File: config.mk
export PLATFORM = sky130hd
export DESIGN_NAME = div_10b5b_seq
export DESIGN_NICKNAME = d
export VERILOG_FILES = /design/src/rtl/div_10b5b_seq.sv
export SDC_FILE = /design/constraint.sdc
export NUM_CORES = 1
export LEC_CHECK = 0
export BUFFER_PORTS_ARGS = -buffer_cell sky130_fd_sc_hd__buf_2
export CAP_MARGIN = 15
export CORE_ASPECT_RATIO = 0.7
export CORE_UTILIZATION = 51
export DETAILED_ROUTE_END_ITERATION = 12
export GPL_TIMING_DRIVEN = 0
export PLACE_DENSITY = 0.82
export SYNTH_ARGS = -nofsm -noshare
export SYNTH_HDL_FRONTEND = slang
export SYNTH_SLANG_ARGS = --single-unit
File: constraint.sdc
create_clock -name clk -period 2.62 [get_ports clk]
set_clock_uncertainty 0.1 [all_clocks]
set_input_delay 0.393 -clock clk [delete_from_list [all_inputs] [get_ports clk]]
set_output_delay 0.393 -clock clk [all_outputs]
set_load 0.01 [all_outputs]
File: src/rtl/div_10b5b_seq.sv
// Sequential restoring divider, DW-bit dividend by VW-bit divisor, one quotient bit per clock.
// Companion to the 5x5 array multiplier; start/busy/done handshake.
//
// state | meaning
// IDLE  | waiting for start
// CALC  | restoring iterations, MSB first
// ZDIV  | divisor was zero; one cycle to keep the zero-divide done latency at k+1
// DONE  | results valid, done=1; a start here is accepted as in IDLE
module div_10b5b_seq #(
  parameter int DW = 10,
  parameter int VW = 5
) (
  input  logic          clk,
  input  logic          rst_n,
  input  logic          start,
  input  logic [DW-1:0] dividend,
  input  logic [VW-1:0] divisor,
  output logic          busy,
  output logic          done,
  output logic [DW-1:0] quotient,
  output logic [VW-1:0] remainder,
  output logic          dz
);

  localparam int CW = $clog2(DW + 1);

  typedef enum logic [1:0] {IDLE, CALC, ZDIV, DONE} state_t;

  state_t        state, state_nx;
  logic [DW-1:0] dvd_sh;
  logic [VW-1:0] dvs;
  logic [VW-1:0] p;
  logic [DW-1:0] q;
  logic [CW-1:0] cnt;

  logic          accept;
  logic          last;
  logic [VW:0]   trial;
  logic          ge;
  logic [VW-1:0] p_nx;
  logic [DW-1:0] q_nx;

  assign accept = start && (state == IDLE || state == DONE);
  assign last   = (cnt == CW'(1));

  // Kept remainder is always below the divisor, so VW bits suffice and the
  // modular subtraction below is exact.
  assign trial = {p, dvd_sh[DW-1]};
  assign ge    = (trial >= {1'b0, dvs});
  assign p_nx  = trial[VW-1:0] - (ge ? dvs : '0);
  assign q_nx  = {q[DW-2:0], ge};

  assign busy = (state == CALC) || (state == ZDIV);
  assign done = (state == DONE);

  always_ff @(posedge clk or negedge rst_n) begin
    if (!rst_n) state <= IDLE;
    else        state <= state_nx;
  end

  always_comb begin
    state_nx = state;
    case (state)
      IDLE, DONE: begin
        if (start)               state_nx = (divisor == '0) ? ZDIV : CALC;
        else if (state == DONE)  state_nx = IDLE;
      end
      CALC:    if (last) state_nx = DONE;
      ZDIV:    state_nx = DONE;
      default: state_nx = IDLE;
    endcase
  end

  always_ff @(posedge clk or negedge rst_n) begin
    if (!rst_n) begin
      dvd_sh    <= '0;
      dvs       <= '0;
      p         <= '0;
      q         <= '0;
      cnt       <= '0;
      quotient  <= '0;
      remainder <= '0;
      dz        <= 1'b0;
    end else if (accept) begin
      dvd_sh <= dividend;
      dvs    <= divisor;
      p      <= '0;
      q      <= '0;
      cnt    <= CW'(DW);
    end else if (state == CALC) begin
      dvd_sh <= {dvd_sh[DW-2:0], 1'b0};
      p      <= p_nx;
      q      <= q_nx;
      cnt    <= cnt - CW'(1);
      if (last) begin
        quotient  <= q_nx;
        remainder <= p_nx;
        dz        <= 1'b0;
      end
    end else if (state == ZDIV) begin
      quotient  <= '1;
      remainder <= '0;
      dz        <= 1'b1;
    end
  end

endmodule

* Word-level counts from Yosys, hierarchy flattened
Cells that the tools add are included.
** Storage, ports and cells
- Flip-flop bits (word level) :: 51
- Input bits :: 18
- Output and inout bits :: 18
- Logic and storage cells :: 52
** Cells by class
- Add/sub/neg operators :: 2
- Order comparisons :: 1
- Equality and inequality tests :: 6
- Mux-type cells :: 23
- Bitwise operators :: 1
- Reductions and logical operators :: 10
** Operators with widths (number)
- $mux W10 :: 5
- $mux W5 :: 6
- $mux W9 :: 2
- $mux W2 :: 4
- $mux W4 :: 2
- $ge A6 B5 Y1 :: 1
- $pmux W2 S3 :: 1
- $logic_not A5 Y1 :: 1
- $sub A5 B5 Y5 :: 1
- $eq A2 B2 Y1 const B :: 2
- $eq A4 B1 Y1 const B :: 1
- $reduce_bool A2 Y1 :: 2
- $sub A4 B1 Y4 const B :: 1
- $mux W1 :: 3
- $ne A3 B3 Y1 const B :: 1
- $reduce_and A3 Y1 :: 1
- $eq A2 B1 Y1 const B :: 1
- $logic_not A2 Y1 :: 1
- $logic_or A1 B1 Y1 :: 2
- $ne A2 B2 Y1 const B :: 1
- $reduce_and A2 Y1 :: 1
- $reduce_or A2 Y1 :: 1
- $logic_and A1 B1 Y1 :: 1
- $not A1 Y1 :: 1

* Depth between registers and ports, before layout
- Depth in word-level cells :: 5
- Mapped depth :: 13
- Mapped depth without buffers :: 13

* Worst setup path before layout
OpenSTA, ideal clock, no wires.
- Path type :: flip-flop to flip-flop
- Start point :: register p[2]
- End point :: register p[4]
- Setup time :: 0.095 ns
- Data arrival time :: 2.626 ns
- Required time :: 2.425 ns
- Path slack :: -0.202 ns
- Cell stages (with the launch flop) :: 13
- Path buffers :: 0
- Period minus slack after synthesis :: 2.822 ns
- Cell sequence :: dfrtp_1 ha_1 a21o_1 a211oi_1 o21ai_1 and2_1 ha_1 fa_1 nand2b_1 a21oi_1 xnor2_1 xnor2_1 o31ai_1
** Between the ends
- Cells in the longest elaborated chain, start to end :: 5
** Ends and longest elaborated chain
- start, declared :: RTL line 32 : logic [VW-1:0] p;
- start signal, assigned :: RTL line 92 : p <= p_nx;
- $ge A6 B5 Y1 :: RTL line 49 : assign ge = (trial >= {1'b0, dvs});
- $mux W5 :: RTL line 50 : assign p_nx = trial[VW-1:0] - (ge ? dvs : '0);
- $sub A5 B5 Y5 * :: RTL line 50
- $mux W5 * :: RTL line 90 : end else if (state == CALC) begin
- $mux W5 * :: RTL line 84 : end else if (accept) begin
Mark *: on every way between the ends. The rest lies on a longest branch, timed or not. The select of a mux whose other input is x is not followed.
A chain may end at the register's enable or synchronous reset.

* Worst setup path after layout
- Start point :: register dvs[4]
- End point :: register remainder[4]
** Between the ends
- Cells in the longest elaborated chain, start to end :: 5
** Ends and longest elaborated chain
- start, declared :: RTL line 31 : logic [VW-1:0] dvs;
- start signal, assigned :: RTL line 86 : dvs <= divisor;
- $ge A6 B5 Y1 :: RTL line 49
- $mux W5 * :: RTL line 50
- $sub A5 B5 Y5 * :: RTL line 50
- $mux W5 * :: RTL line 95 : if (last) begin
- $mux W5 * :: RTL line 90
- end signal, assigned :: RTL line 97 : remainder <= p_nx;
- end, declared :: RTL line 21 : output logic [VW-1:0] remainder,
Marks and branches as above.

==> impl_metrics.json <==
{
  "fp-row-count": 20,
  "powerDensity_nw_per_um2": 1421,
  "fin_area_um2": 2957,
  "hp-class": "input port to register",
  "rrSetupSlack_ps": -170,
  "multi_input_area_um2": 1137,
  "grt_pass1_wl_um": 8521,
  "criticalPathCategory": "register to register",
  "regArea_um2": 1276,
  "initial_utilization": 0.5522,
  "cts_tree": "yes",
  "synth_area_leader_cell": "dfrtp_1",
  "firstDrtPassIters": 4,
  "fmax_mhz": 358.0,
  "overflow": 0,
  "die-area_um2": 5193,
  "slew_headroom": 0.6957,
  "drc": 0,
  "antenna_found_initial": 0,
  "root_buffer": "clkbuf_8",
  "fp.coreArea_um2": 4529,
  "diodes": 0,
  "finalCritPeriodShare": 1.066,
  "die_h_um": 60.59,
  "vias_per_cell": 5.141,
  "synth-main-ff-cell": "dfrtp_1",
  "gp_congestion": 0.8267,
  "avgSynthCellArea_um2": 9.925,
  "htree_levels": 2,
  "wl_um": 5070,
  "synth_most_common_cell": "nand2_1",
  "crit_required_ps": 2740,
  "ir_drop_uv": 591.8,
  "yosysWarningCount": 0,
  "setup_tns_ps": -327.2,
  "nNetsFinal": 333,
  "io_buffer_count": 35,
  "worst-path-max-fanout": 3,
  "status": "finished with violations",
  "grtUsageTotal": 0.2221,
  "finalCriticalPeriod_ps": 2793,
  "synth_seq_area_share": 0.5103,
  "ioPinCount": 36,
  "num_vias": 1892,
  "violations": "setup timing",
  "worst_slew_pin_slew_ps": 456.4,
  "cp-start-kind": "register",
  "placed_cell_area_um2": 2775,
  "dpl.hpwl_um": 3645,
  "cts_buffer_depth": 2,
  "drv_cap": 0,
  "grt_max_degree": 52,
  "setup_slack_ps": -173.2,
  "drive_gt1_frac": 0.2517,
  "dr.first_iter.drc_count": 109,
  "synth.distinct_cells": 35,
  "post-synth-top-area-fraction": 0.5103,
  "nFillCells": 369,
  "hold_violations": 0,
  "clock-sinks": 51,
  "synthTopCellsByCount": "nand2_1 (54), dfrtp_1 (51), o21ai_0 (25), mux2i_1 (17), nor2_1 (15)",
  "critPathCaptureType": "register",
  "syn-num-nets": 284,
  "netlist_area_um2": 2501,
  "final_antenna_net_count": 0,
  "whs_ps": 175.1,
  "synthToLayoutAreaGrowth_pct": 18.21,
  "power.leakage_nw": 1.450,
  "clock_latency_ps": 310,
  "critical_path_arrival_ps": 2910,
  "final_max_slew_viol_count": 0,
  "ys_ff_latch": 51,
  "synthArstFlopShare": 1.000,
  "drt-wirelength-per-cell_um": 13.78,
  "die_x_um": 85.70,
  "setup_violations": 2,
  "netlist_instances": 252,
  "grt_setup_unrepaired": "true",
  "grt_pass1_vias": 1729,
  "netlist_top_cells_area": "dfrtp_1 (51%), nand2_1 (8.1%), mux2i_1 (6.8%)",
  "synth_edf_count": 0,
  "cts_buffers": 5,
  "path_clk_slew_ps": 100
}
==> what timing repair did <==
action                                 in CTS  in global routing
buffers inserted                            2                  3
endpoints found under the hold margin       0                 18
gates cloned                                0                  0
setup endpoints to repair                   6                  3
gates resized for setup                     5                  1
pin swaps                                   5                  4
hold buffers                                0                  1
==> kinds of logic (layout without fill, tap and decap cells) <==
logic type / count (synthesis) / after routing / synth area share
simple gates: 88 / 88 / 0.1481
compound gates: 51 / 51 / 0.1301
flops: 51 / 51 / 0.5103
buf+inv: 26 / 76 / 0.05302
mux: 17 / 17 / 0.06803
fa+ha+maj: 14 / 14 / 0.07304
xor+xnor: 5 / 5 / 0.01751
==> worst max-delay path, cell delays in order (launching register included) <==
cell	delay, ps
dfrtp_1	380
inv_1	90
ha_1	350
a211oi_2	250
o21ai_2	100
and2_1	150
ha_2	180
fa_2	350
nand2b_4	150
a21oi_2	130
xnor2_1	140
xnor2_1	120
o31ai_1	210
==> cells in the final DEF (no fill, tap or decap), types with 2 or more instances in the layout <==
cell type and n:
nand2_1 54, dfrtp_1 51, buf_2 42, o21ai_0 25
mux2i_1 17, nor2_1 15, inv_1 12, ha_1 11
buf_4 6, nand3_1 5, clkbuf_8 5, xnor2_1 4
o21ai_1 4, nand2b_1 3, a21oi_2 3, and2_1 3
buf_6 3, inv_2 2, a21o_1 2, clkbuf_1 2
o21a_1 2, nor3_1 2, a22o_1 2, o31ai_2 2
o31ai_1 2, a21oi_1 2, a211oi_1 2
==> path summary, 6_finish.rpt <==
kind                        startpoint      endpoint  cells after the start
hold reg to reg            quotient[3]   quotient[3]                      2
min in group asynchronous        rst_n          q[0]                      2
hold / removal             dividend[7]     dvd_sh[7]                      3
setup reg to reg                dvs[4]  remainder[4]                     12
max in group asynchronous        rst_n        cnt[2]                      3
setup / recovery                dvs[4]  remainder[4]                     12
==> state kept, by name, indices dropped and copies added (netlist names) <==
register	count
dvd_sh	10
q	9
quotient	10
dvs	5
cnt	4
dz	1
remainder	5
state	2
p	5
==> per-layer routing <==
metal	track usage	part of all wire
met1	0.3283	0.52
met2	0.3429	0.43
met3	0.04626	0.037
met4	0.05000	0.0095
met5	0	0
==> area by class of cell <==
type                    count  share of cell area
repair buffers             42             0.08210
clock inverters             2            0.004232
plain buffers              12             0.02708
multi-input cells         175              0.3847
clock buffers               6             0.02455
flip-flops and latches     51              0.4317
well taps                  66             0.02793
inverters                  14             0.01777
==> stage by stage <==
step           std cells  setup slack (ps)  utilization  total power, mW
2_1_floorplan        252            -69.35            -            3.014
3_3_place_gp         353            -276.0       0.6127            3.521
3_5_place_dp         353            -350.5       0.6127            3.612
4_1_cts              363            -203.3       0.6403            4.159
5_1_grt              368            -306.2       0.6528            4.588
6_report             368            -173.2       0.6528            4.201
==> power by group <==
| part | total [mW] | switching, mW | internal, mW |
|---|---|---|---|
| sequential | 1.35 | 0.218 | 1.13 |
| combinational | 2.40 | 1.35 | 1.05 |
| clock | 0.452 | 0.265 | 0.187 |
(Power assumes the default switching activity.)
